===== src/rtl/calendar_pkg.sv =====
// Shared constants for the calendar stage: BCD months, days-in-month values,
// day-of-week encoding and the default reset date (2000-01-01, a Saturday).
package calendar_pkg;

   localparam logic [7:0] JAN = 8'h01;
   localparam logic [7:0] FEB = 8'h02;
   localparam logic [7:0] MAR = 8'h03;
   localparam logic [7:0] APR = 8'h04;
   localparam logic [7:0] MAY = 8'h05;
   localparam logic [7:0] JUN = 8'h06;
   localparam logic [7:0] JUL = 8'h07;
   localparam logic [7:0] AUG = 8'h08;
   localparam logic [7:0] SEP = 8'h09;
   localparam logic [7:0] OCT = 8'h10;
   localparam logic [7:0] NOV = 8'h11;
   localparam logic [7:0] DEC = 8'h12;

   localparam logic [7:0] DIM_28 = 8'h28;
   localparam logic [7:0] DIM_29 = 8'h29;
   localparam logic [7:0] DIM_30 = 8'h30;
   localparam logic [7:0] DIM_31 = 8'h31;

   typedef enum logic [2:0] {
      SUN = 3'd0,
      MON = 3'd1,
      TUE = 3'd2,
      WED = 3'd3,
      THU = 3'd4,
      FRI = 3'd5,
      SAT = 3'd6
   } dow_e;

   localparam logic [7:0] DEF_DAY   = 8'h01;
   localparam logic [7:0] DEF_MONTH = JAN;
   localparam logic [7:0] DEF_YEAR  = 8'h00;
   localparam logic [2:0] DEF_DOW   = 3'(SAT);

endpackage


===== src/rtl/calendar_days_in_month.sv =====
// Combinational days-in-month lookup: BCD month plus leap flag -> BCD day count.
module days_in_month
   import calendar_pkg::*;
(
   input  logic [7:0] month,
   input  logic       leap,
   output logic [7:0] dim
);

   // Month-length table; February depends on the leap flag.
   always_comb begin
      dim = DIM_31;
      case (month)
         JAN, MAR, MAY, JUL, AUG, OCT, DEC: dim = DIM_31;
         APR, JUN, SEP, NOV:                dim = DIM_30;
         FEB:                               dim = leap ? DIM_29 : DIM_28;
         default:                           dim = DIM_31;
      endcase
   end

endmodule


===== src/rtl/calendar.sv =====
// Date keeper (day/month/year in packed BCD) driven by end_of_day and manual-set pulses.
// Optional day-of-week counter and dow port are enabled by defining CALENDAR_DOW_EN.
module calendar
   import calendar_pkg::*;
#(
   parameter logic [7:0] RESET_DAY   = DEF_DAY,
   parameter logic [7:0] RESET_MONTH = DEF_MONTH,
   parameter logic [7:0] RESET_YEAR  = DEF_YEAR,
   parameter logic [2:0] RESET_DOW   = DEF_DOW
)
(
   input  logic       clk_100MHz,
   input  logic       reset,
   input  logic       end_of_day,
   input  logic       inc_day,
   input  logic       inc_month,
   input  logic       inc_year,
   output logic [7:0] day,
   output logic [7:0] month,
   output logic [7:0] year,
   output logic       end_of_year
`ifdef CALENDAR_DOW_EN
   ,
   output logic [2:0] dow
`endif
);

   function automatic logic [7:0] bcd_inc(input logic [7:0] v);
      logic [7:0] res;
      if (v[3:0] == 4'h9) begin
         res = {v[7:4] + 4'h1, 4'h0};
      end else begin
         res = {v[7:4], v[3:0] + 4'h1};
      end
      return res;
   endfunction

   // 20xx is leap when xx is a multiple of 4, decided from the BCD digits directly.
   function automatic logic is_leap(input logic [7:0] y);
      logic res;
      if (y[4]) begin
         res = (y[3:0] == 4'h2) || (y[3:0] == 4'h6);
      end else begin
         res = (y[3:0] == 4'h0) || (y[3:0] == 4'h4) || (y[3:0] == 4'h8);
      end
      return res;
   endfunction

   logic [7:0] r_day;
   logic [7:0] r_month;
   logic [7:0] r_year;
   logic       r_end_of_year;

   logic [7:0] w_day_d;
   logic [7:0] w_month_d;
   logic [7:0] w_year_d;
   logic       w_eoy_d;

   logic [7:0] w_month_inc;
   logic [7:0] w_year_inc;
   logic [7:0] w_nxt_month;
   logic [7:0] w_nxt_year;
   logic [7:0] w_dim_cur;
   logic [7:0] w_dim_nxt;
   logic [7:0] w_day_clamp;

   assign w_month_inc = (r_month == DEC) ? JAN : bcd_inc(r_month);
   assign w_year_inc  = (r_year == 8'h99) ? 8'h00 : bcd_inc(r_year);

   // The clamp must see the month/year the manual set is about to produce.
   assign w_nxt_year  = inc_year ? w_year_inc : r_year;
   assign w_nxt_month = (!inc_year && inc_month) ? w_month_inc : r_month;
   assign w_day_clamp = (r_day > w_dim_nxt) ? w_dim_nxt : r_day;

   days_in_month u_dim_cur (
      .month (r_month),
      .leap  (is_leap(r_year)),
      .dim   (w_dim_cur)
   );

   days_in_month u_dim_nxt (
      .month (w_nxt_month),
      .leap  (is_leap(w_nxt_year)),
      .dim   (w_dim_nxt)
   );

   // Next-date selection: one event per cycle, inc_year highest, end_of_day lowest.
   always_comb begin
      w_day_d   = r_day;
      w_month_d = r_month;
      w_year_d  = r_year;
      w_eoy_d   = 1'b0;
      if (inc_year) begin
         w_year_d = w_year_inc;
         w_day_d  = w_day_clamp;
      end else if (inc_month) begin
         w_month_d = w_month_inc;
         w_day_d   = w_day_clamp;
      end else if (inc_day) begin
         w_day_d = (r_day >= w_dim_cur) ? 8'h01 : bcd_inc(r_day);
      end else if (end_of_day) begin
         if (r_day < w_dim_cur) begin
            w_day_d = bcd_inc(r_day);
         end else begin
            w_day_d   = 8'h01;
            w_month_d = w_month_inc;
            if (r_month == DEC) begin
               w_year_d = w_year_inc;
               w_eoy_d  = 1'b1;
            end else begin
               w_year_d = r_year;
            end
         end
      end else begin
         w_day_d = r_day;
      end
   end

   // Date and rollover-pulse registers.
   always_ff @(posedge clk_100MHz) begin
      if (reset) begin
         r_day         <= RESET_DAY;
         r_month       <= RESET_MONTH;
         r_year        <= RESET_YEAR;
         r_end_of_year <= 1'b0;
      end else begin
         r_day         <= w_day_d;
         r_month       <= w_month_d;
         r_year        <= w_year_d;
         r_end_of_year <= w_eoy_d;
      end
   end

   assign day         = r_day;
   assign month       = r_month;
   assign year        = r_year;
   assign end_of_year = r_end_of_year;

`ifdef CALENDAR_DOW_EN
   logic [2:0] r_dow;
   logic       w_dow_adv;

   assign w_dow_adv = !inc_year && !inc_month && (inc_day || end_of_day);

   // Day-of-week counter, mod 7, advanced only by day-stepping events.
   always_ff @(posedge clk_100MHz) begin
      if (reset) begin
         r_dow <= RESET_DOW;
      end else if (w_dow_adv) begin
         r_dow <= (r_dow == 3'd6) ? 3'd0 : r_dow + 3'd1;
      end else begin
         r_dow <= r_dow;
      end
   end

   assign dow = r_dow;
`endif

endmodule


===== config.mk =====
export PLATFORM = sky130hd
export DESIGN_NAME = calendar
export DESIGN_NICKNAME = d
export VERILOG_FILES = /design/src/rtl/calendar_pkg.sv /design/src/rtl/calendar_days_in_month.sv /design/src/rtl/calendar.sv
export SDC_FILE = /design/constraint.sdc
export NUM_CORES = 1
export LEC_CHECK = 0
export BUFFER_PORTS_ARGS = -buffer_cell sky130_fd_sc_hd__buf_2
export CAP_MARGIN = 20
export CORE_ASPECT_RATIO = 2
export CORE_MARGIN = 2
export CORE_UTILIZATION = 52
export DETAILED_ROUTE_END_ITERATION = 10
export PLACE_DENSITY_LB_ADDON = 0.3
export SYNTH_ARGS = -nofsm -noshare
export SYNTH_HDL_FRONTEND = slang
export SYNTH_SLANG_ARGS = --single-unit

===== constraint.sdc =====
create_clock -name clk_100MHz -period 3.44 [get_ports clk_100MHz]
set_clock_uncertainty 0.2 [all_clocks]
set_input_delay 1.032 -clock clk_100MHz [delete_from_list [all_inputs] [get_ports clk_100MHz]]
set_output_delay 1.032 -clock clk_100MHz [all_outputs]
set_load 0.1 [all_outputs]

==> results of run 1 <==
==> metrics by stage <==
step | std cells | total power, mW
6_report | 350 | 0.708
5_1_grt | 350 | 0.736
4_1_cts | 349 | 0.699
3_5_place_dp | 338 | 0.482
3_3_place_gp | 338 | 0.480
2_1_floorplan | 250 | 0.439
==> power by group <==
group	internal, mW	switching (mW)
combinational	0.0800	0.128
sequential	0.295	0.0161
clock	0.0826	0.107
==> logic make-up (layout without fill, tap and decap cells) <==
| logic type | Yosys count | count (layout) | share of synthesized area [%] |
|---|---|---|---|
| buffers and inverters | 27 | 76 | 5.88 |
| flip-flops | 25 | 25 | 24.8 |
| AO/OA/AOI/OAI | 69 | 69 | 24.2 |
| adder cells (fa/ha/maj) | 14 | 14 | 8.67 |
| AND/OR/NAND/NOR | 103 | 103 | 30.8 |
| XOR/XNOR | 7 | 7 | 3.03 |
| multiplexers | 5 | 5 | 2.60 |
==> Yosys cell counts, types with 5 or more instances <==
cell	number	area share [%]
sky130_fd_sc_hd__nand2_1	17	3.2
sky130_fd_sc_hd__o21ai_0	12	3.0
sky130_fd_sc_hd__dfxtp_1	25	25
sky130_fd_sc_hd__a31oi_1	7	2.2
sky130_fd_sc_hd__clkbuf_1	8	1.5
sky130_fd_sc_hd__nor2b_1	10	3.1
sky130_fd_sc_hd__inv_1	13	2.4
sky130_fd_sc_hd__xnor2_1	5	2.2
sky130_fd_sc_hd__a21oi_1	17	4.2
sky130_fd_sc_hd__nor2_1	25	4.6
sky130_fd_sc_hd__nand3_1	7	1.7
sky130_fd_sc_hd__or2_2	5	1.5
sky130_fd_sc_hd__ha_1	14	8.7
==> cell type report <==
class,count,area (sq um),area share [%]
clock buffer,3,41.3,1.58
clock inverter,1,7.51,0.287
inverter,13,48.8,1.86
multi-input combinational,198,1540,58.8
sequential,25,518,19.8
tap,51,63.8,2.44
timing repair buffer,59,399,15.2
==> registers in the layout (all words and copies together) (netlist names) <==
signal	count
month	8
day	8
year	8
end_of_year	1
==> metal layers <==
metal / vias up / share of wire [%] / global-route usage, %
met5: - / 0 / 0
met4: 0 / 5.4 / 19.6
met3: 29 / 4.0 / 8.07
met2: 65 / 55 / 50.7
met1: 1021 / 36 / 32.3
li1: 1017 / - / -
==> worst paths after layout <==
kind / slack, ns / start / end
setup / recovery: -0.04 / inc_year / day[4]
hold / removal: 0.26 / day[7] / day[7]
setup reg to reg: 0.06 / month[4] / day[0]
hold reg to reg: 0.26 / day[7] / day[7]
==> cell usage in the layout (no fill, tap or decap), types with 3 or more instances in the layout <==
master                      n
sky130_fd_sc_hd__buf_2     28
sky130_fd_sc_hd__xnor2_1    5
sky130_fd_sc_hd__mux2i_1    3
sky130_fd_sc_hd__a21oi_1   16
sky130_fd_sc_hd__dfxtp_2    8
sky130_fd_sc_hd__nor4b_1    3
sky130_fd_sc_hd__ha_1      12
sky130_fd_sc_hd__nand2_1   16
sky130_fd_sc_hd__o21ai_0    9
sky130_fd_sc_hd__a211oi_1   3
sky130_fd_sc_hd__and3_1     3
sky130_fd_sc_hd__or2_2      4
sky130_fd_sc_hd__nand3b_1   4
sky130_fd_sc_hd__nor2_1    22
sky130_fd_sc_hd__a211o_1    3
sky130_fd_sc_hd__a31oi_1    6
sky130_fd_sc_hd__nor2b_1    9
sky130_fd_sc_hd__dfxtp_1   15
sky130_fd_sc_hd__buf_6      5
sky130_fd_sc_hd__inv_1     12
sky130_fd_sc_hd__or3_1      4
sky130_fd_sc_hd__buf_4     25
sky130_fd_sc_hd__nand3_1    7
sky130_fd_sc_hd__clkbuf_8   3
==> tightest hold or removal path: stages (launching register included) <==
cell,delay [ns]
sky130_fd_sc_hd__dfxtp_1,0.33
sky130_fd_sc_hd__inv_1,0.05
sky130_fd_sc_hd__a2111oi_0,0.04
==> timing repair <==
item                                   CTS  global route
endpoints found under the hold margin    0             0
setup endpoints to repair                5            23
gates resized for setup                 20            16
pin swaps                               13             6
setup buffers                            8             2
==> summary.log, run 1 <==
qor: detailed_routing.detailedRoute.firstIterationViolations 57
qor: synth.ys_warn_count 0
qor: synth.cell_area_synth 0.00202 sq mm
qor: detailed_routing.wl_per_cell 17.3 microns
qor: power.max_ir_drop_vdd 0.000186 V
qor: critical_path.worst-setup-path-type in2reg
qor: layout.layout-drive-gt1-share 37.8%
qor: place.place.gp.congestion 1.01
qor: critical_path.cp.depth 13
qor: timing.achievable-frequency 287 MHz
qor: die.ioPinCount 31
qor: timing.timing.final.ws_setup -0.0409 ns
qor: synth.synth-async-reset-ratio 0%
qor: global_route.grt.total_usage 31.0%
qor: cts.clock_insertion_delay_at_the_later_pin_of_the_skew_report 0.28 ns
qor: detailed_routing.drc 0
qor: detailed_routing.drtAntennaViolNets 0
qor: place.place.detailed.hpwl 4160 microns
qor: power.power.density_cell_area 270 mW/mm^2
qor: cts.cts_root_buffer sky130_fd_sc_hd__clkbuf_8
qor: critical_path.worst-r2r-cell-count 13
qor: critical_path.critPathMostFrequentCell sky130_fd_sc_hd__buf_6
qor: layout.design_area 0.00262 sq mm
qor: die.die_w 48.1 microns
qor: synth.synth_edf_count 0
qor: critical_path.setup.worst_path.end_class flip-flop
qor: place.postPlaceCellArea 0.00235 sq mm
qor: global_route.first_global_vias 2132
qor: outcome.run_status finished with violations
qor: cts.clock_sink_count 25
qor: cts.worst_setup_hold_path_clk_slew 0.10 ns
qor: cts.post_cts_hold_buffer_count 0
qor: timing.rsz_0062_raised_after_global_routing true
qor: die.placement_rows 32
qor: detailed_routing.vias_per_cell 6.09
qor: timing.remaining_max_slew_budget_at_the_tightest_pin 63.4%
qor: synth.synth_top_flop_cell sky130_fd_sc_hd__dfxtp_1
qor: critical_path.worstPathArrival 3.49 ns
qor: job.max-cap-violations 0
qor: critical_path.timing.critical_path.slowest_stage_cell sky130_fd_sc_hd__nor4_4
qor: die.die_area 0.00443 sq mm
qor: worst_hold_path.hp-class reg2reg
qor: cts.tritoncts done
qor: place.placement.io_buffers 30
qor: critical_path.worst_ep_required_time 3.45 ns
qor: timing.finalCritPeriodShare 101%
qor: cts.cts-buffers-inserted 3
qor: critical_path.critPathTopFamily simple AND/OR/NAND/NOR gates
qor: timing.worst_slew_pin_slew 0.547 ns
qor: layout.nNetsFinal 320
qor: detailed_routing.firstDrtPassIters 4
qor: cts.htree_num_levels 1
qor: layout.n_fill_cell 311
qor: layout.insertedDiodeCount 0
qor: synth.synth.ff_latch_count 25
qor: layout.syn2layout_area_growth 29.7%
qor: timing.final_max_slew_viol_count 0
qor: die.die_height 92.2 microns
qor: critical_path.crit_buf_inv 3
qor: detailed_routing.route.final.wire_length 6070 microns
qor: layout.final_core_util 68.9%
qor: timing.final-hold-violation-count 0
qor: synth.netlist-cell-type-count 62
qor: die.floorplan.initialDensity 53.1%
qor: timing.setup_tns -0.130 ns
qor: cts.cts_max_path_buffers 2
qor: timing.finalSetupViolCount 4
qor: synth.postSynthCellCount 250
qor: global_route.overflow 0
qor: synth.synth_area_per_cell 8.08 sq um
qor: synth.number_of_nets_in_the_synthesized_netlist 270
qor: die.core-area 0.00380 sq mm
qor: global_route.first_pass_grt_wire_length 9870 microns
qor: global_route.grt_max_degree 26
qor: detailed_routing.via_count 2132
qor: timing.fin_worst_hold_slack 0.261 ns
qor: synth.synth_seq_area_share 24.8%
qor: timing.period_needed 3.48 ns
qor: place.place_worst_setup_slack -0.490 ns
qor: outcome.failing_checks negative setup slack
qor: worst_hold_path.timing.hold.worst_path_depth 2
qor: critical_path.timing.critical_path.from_type primary input
qor: critical_path.worst_path_largest_cell_delay 0.41 ns
qor: critical_path.crit_path_cell_chain buf_8, buf_6, nand2b_4, buf_6, and3_4, o21ai_4, nor4_4, a32oi_2, ha_2, nand4_1, a31oi_4, mux2_4, a211oi_2
qor: power.total_leakage_power 1.10 nW
qor: critical_path.cp_max_fo 5
qor: global_route.antenna_found_initial 0
(Power assumes the default switching activity.)
==> run 2, diff against run 1 <==
Settings changed: CELL_PAD_IN_SITES_DETAIL_PLACEMENT set to 0, CELL_PAD_IN_SITES_GLOBAL_PLACEMENT set to 2, CORE_MARGIN 2 to not set, CORE_UTILIZATION 52 to 30.
==> run 2 against run 1 <==
Net effect:
- the run now ends clean
- combinational power shrank 6%
- power grew 10%
- critical path depth shrank 2
- highest routed layer unchanged
- largest cell class unchanged
- cell area grew 3.2%
- sequential share of layout area shrank 0.60 points
==> summary.log, run 2 (synthesis results as in run 1) <==
qor: detailed_routing.wl_per_cell 16.4 microns [was 17.3 microns]
qor: place.placement.io_buffers 30 [unchanged]
qor: place.postPlaceCellArea 0.00248 sq mm [was 0.00235 sq mm]
qor: critical_path.setup.worst_path.end_class flip-flop [unchanged]
qor: cts.tritoncts done [unchanged]
qor: detailed_routing.drtAntennaViolNets 0 [unchanged]
qor: power.power.density_cell_area 289 mW/mm^2 [was 270 mW/mm^2]
qor: power.internal_power 0.525 mW [was 0.457 mW]
qor: timing.period_needed 3.42 ns [was 3.48 ns]
qor: die.die_height 118 microns [was 92.2 microns]
qor: timing.final_max_slew_viol_count 0 [unchanged]
qor: layout.layout_common_cells sky130_fd_sc_hd__buf_4, sky130_fd_sc_hd__buf_2, sky130_fd_sc_hd__nor2_1, sky130_fd_sc_hd__a21oi_1, sky130_fd_sc_hd__nand2_1 [was sky130_fd_sc_hd__buf_2, sky130_fd_sc_hd__buf_4, sky130_fd_sc_hd__nor2_1, sky130_fd_sc_hd__nand2_1, sky130_fd_sc_hd__a21oi_1]
qor: timing.remaining_max_slew_budget_at_the_tightest_pin 66.3% [was 63.4%]
qor: critical_path.worst_ep_required_time 3.43 ns [was 3.45 ns]
qor: timing.rsz_0062_raised_after_global_routing true [unchanged]
qor: detailed_routing.route.final.wire_length 6440 microns [was 6070 microns]
qor: timing.worst_slew_pin_slew 0.505 ns [was 0.547 ns]
qor: critical_path.timing.critical_path.slowest_stage_cell sky130_fd_sc_hd__nor4_4 [unchanged]
qor: worst_hold_path.hp-class reg2reg [unchanged]
qor: place.place.gp.congestion 0.813 [was 1.01]
qor: critical_path.worst_path_largest_cell_delay 0.37 ns [was 0.41 ns]
qor: critical_path.worst-setup-path-type in2reg [unchanged]
qor: power.p_switching 0.255 mW [was 0.251 mW]
qor: cts.worst_setup_hold_path_clk_slew 0.07 ns [was 0.10 ns]
qor: power.comb_power_share 25.1% [was 29.4%]
qor: power.clock_power_share 35.3% [was 26.7%]
qor: die.core-area 0.00657 sq mm [was 0.00380 sq mm]
qor: die.die_w 60.0 microns [was 48.1 microns]
qor: critical_path.cp_max_fo 4 [was 5]
qor: layout.insertedDiodeCount 0 [unchanged]
qor: critical_path.timing.critical_path.from_type primary input [unchanged]
qor: detailed_routing.vias_per_cell 5.21 [was 6.09]
qor: global_route.first_pass_grt_wire_length 10300 microns [was 9870 microns]
qor: die.placement_rows 42 [was 32]
qor: cts.clock_insertion_delay_at_the_later_pin_of_the_skew_report 0.27 ns [was 0.28 ns]
qor: power.total_leakage_power 1.15 nW [was 1.10 nW]
qor: detailed_routing.via_count 2046 [was 2132]
qor: die.ioPinCount 31 [unchanged]
qor: critical_path.critPathTopFamily simple AND/OR/NAND/NOR gates [unchanged]
qor: die.die_area 0.00709 sq mm [was 0.00443 sq mm]
qor: layout.layout-drive-gt1-share 37.7% [was 37.8%]
qor: cts.cts_root_buffer sky130_fd_sc_hd__clkbuf_16 [was sky130_fd_sc_hd__clkbuf_8]
qor: power.max_ir_drop_vdd 0.000161 V [was 0.000186 V]
qor: critical_path.crit_buf_inv 1 [was 3]
qor: global_route.antenna_found_initial 0 [unchanged]
qor: timing.finalCritPeriodShare 99.5% [was 101%]
qor: global_route.grt_max_degree 26 [unchanged]
qor: place.place.detailed.hpwl 5010 microns [was 4160 microns]
qor: timing.achievable-frequency 292 MHz [was 287 MHz]
qor: layout.nNetsFinal 326 [was 320]
qor: die.floorplan.initialDensity 30.8% [was 53.1%]
qor: detailed_routing.firstDrtPassIters 4 [unchanged]
qor: global_route.first_global_vias 2071 [was 2132]
qor: job.max-cap-violations 0 [unchanged]
qor: layout.n_fill_cell 725 [was 311]
qor: timing.finalSetupViolCount 0 [was 4]
qor: critical_path.worstPathArrival 3.42 ns [was 3.49 ns]
qor: power.p_seq_share 39.6% [was 43.9%]
qor: global_route.overflow 0 [unchanged]
qor: detailed_routing.detailedRoute.firstIterationViolations 31 [was 57]
qor: detailed_routing.drc 0 [unchanged]
qor: power.power.share.switching 32.6% [was 35.4%]
qor: global_route.grt.total_usage 19.7% [was 31.0%]
qor: layout.syn2layout_area_growth 33.7% [was 29.7%]
qor: power.total_chip_power 0.780 mW [was 0.708 mW]
qor: timing.final-hold-violation-count 0 [unchanged]
qor: layout.design_area 0.00270 sq mm [was 0.00262 sq mm]
qor: cts.cts-buffers-inserted 3 [unchanged]
qor: cts.clock_sink_count 25 [unchanged]
qor: critical_path.crit_path_cell_chain buf_8, nor2b_4, nor2_2, or3_4, nor4_4, a32oi_2, ha_2, nand4_1, a31oi_4, mux2_4, a211oi_2 [was buf_8, buf_6, nand2b_4, buf_6, and3_4, o21ai_4, nor4_4, a32oi_2, ha_2, nand4_1, a31oi_4, mux2_4, a211oi_2]
qor: cts.htree_num_levels 1 [unchanged]
qor: outcome.run_status finished, final reports clean [was finished with violations]
qor: cts.cts_max_path_buffers 2 [unchanged]
qor: timing.fin_worst_hold_slack 0.264 ns [was 0.261 ns]
qor: layout.final_common_cell sky130_fd_sc_hd__buf_4 [was sky130_fd_sc_hd__buf_2]
-- run 2: changes by cell type in the layout (fill, tap and decap cells not counted), sizes merged --
cell	before	now
clkbuf	3	4
clkinvlp	1	0
buf	59	65
-- run 2: layout make-up --
class | instances | area (sq um) | area share (%)
timing repair buffer | 65 | 437 | 16.2
clock buffer | 4 | 78.8 | 2.92
inverter | 13 | 48.8 | 1.81
multi-input combinational | 198 | 1510 | 55.9
sequential | 25 | 518 | 19.2
tap | 88 | 110 | 4.07
-- run 2: worst paths after layout --
kind,from,to,slack (ns),depth (start not counted)
hold / removal,day[7],day[7],0.26,2
setup reg to reg,month[5],month[1],0.12,14
setup / recovery,inc_month,day[4],0.02,11
hold reg to reg,day[7],day[7],0.26,2
-- run 2: worst reg2reg max path, delay by kind of cell, from the launching register on --
family	cells	cell delay, ns
AO/OA/AOI/OAI	6	0.81
adder cells (fa/ha/maj)	2	0.33
buffers and inverters	2	0.22
flip-flops	1	0.34
AND/OR/NAND/NOR	4	1.35
-- run 2: metal layers --
metal	share of wire [%]	vias to the layer above	GRT usage [%]
met5	0	-	0
met4	6.8	0	14.8
met3	1.7	21	1.76
met2	57	32	35.4
met1	35	968	19.3
li1	-	1025	-
-- run 2: repair_timing --
action / 4_1_cts / 5_1_grt
gates resized for setup: 19 / 8
endpoints found under the setup margin: 5 / 16
setup buffers: 4 / 2
hold buffers: 0 / 0
pin swaps: 12 / 5
-- run 2: per-stage QoR --
stage | setup TNS [ns] | cells | util, % | setup slack [ns]
detailed placement | -2.09 | 386 | 37.8 | -0.467
CTS | -0.00169 | 391 | 40.4 | -0.00169
floorplan | -0.822 | 250 | - | -0.221
global route | -0.544 | 393 | 41.1 | -0.115
finish | 0 | 393 | 41.1 | 0.0158
global placement | -1.67 | 386 | 37.8 | -0.362
-- run 2: power by group through the flow --
stage          sequential, mW  combinational [mW]  clock (mW)
4_1_cts                 0.309               0.191       0.287
5_1_grt                 0.311               0.210       0.294
6_report                0.309               0.196       0.275
2_1_floorplan           0.357              0.0816           0
3_3_place_gp            0.315               0.177           0
3_5_place_dp            0.315               0.179           0
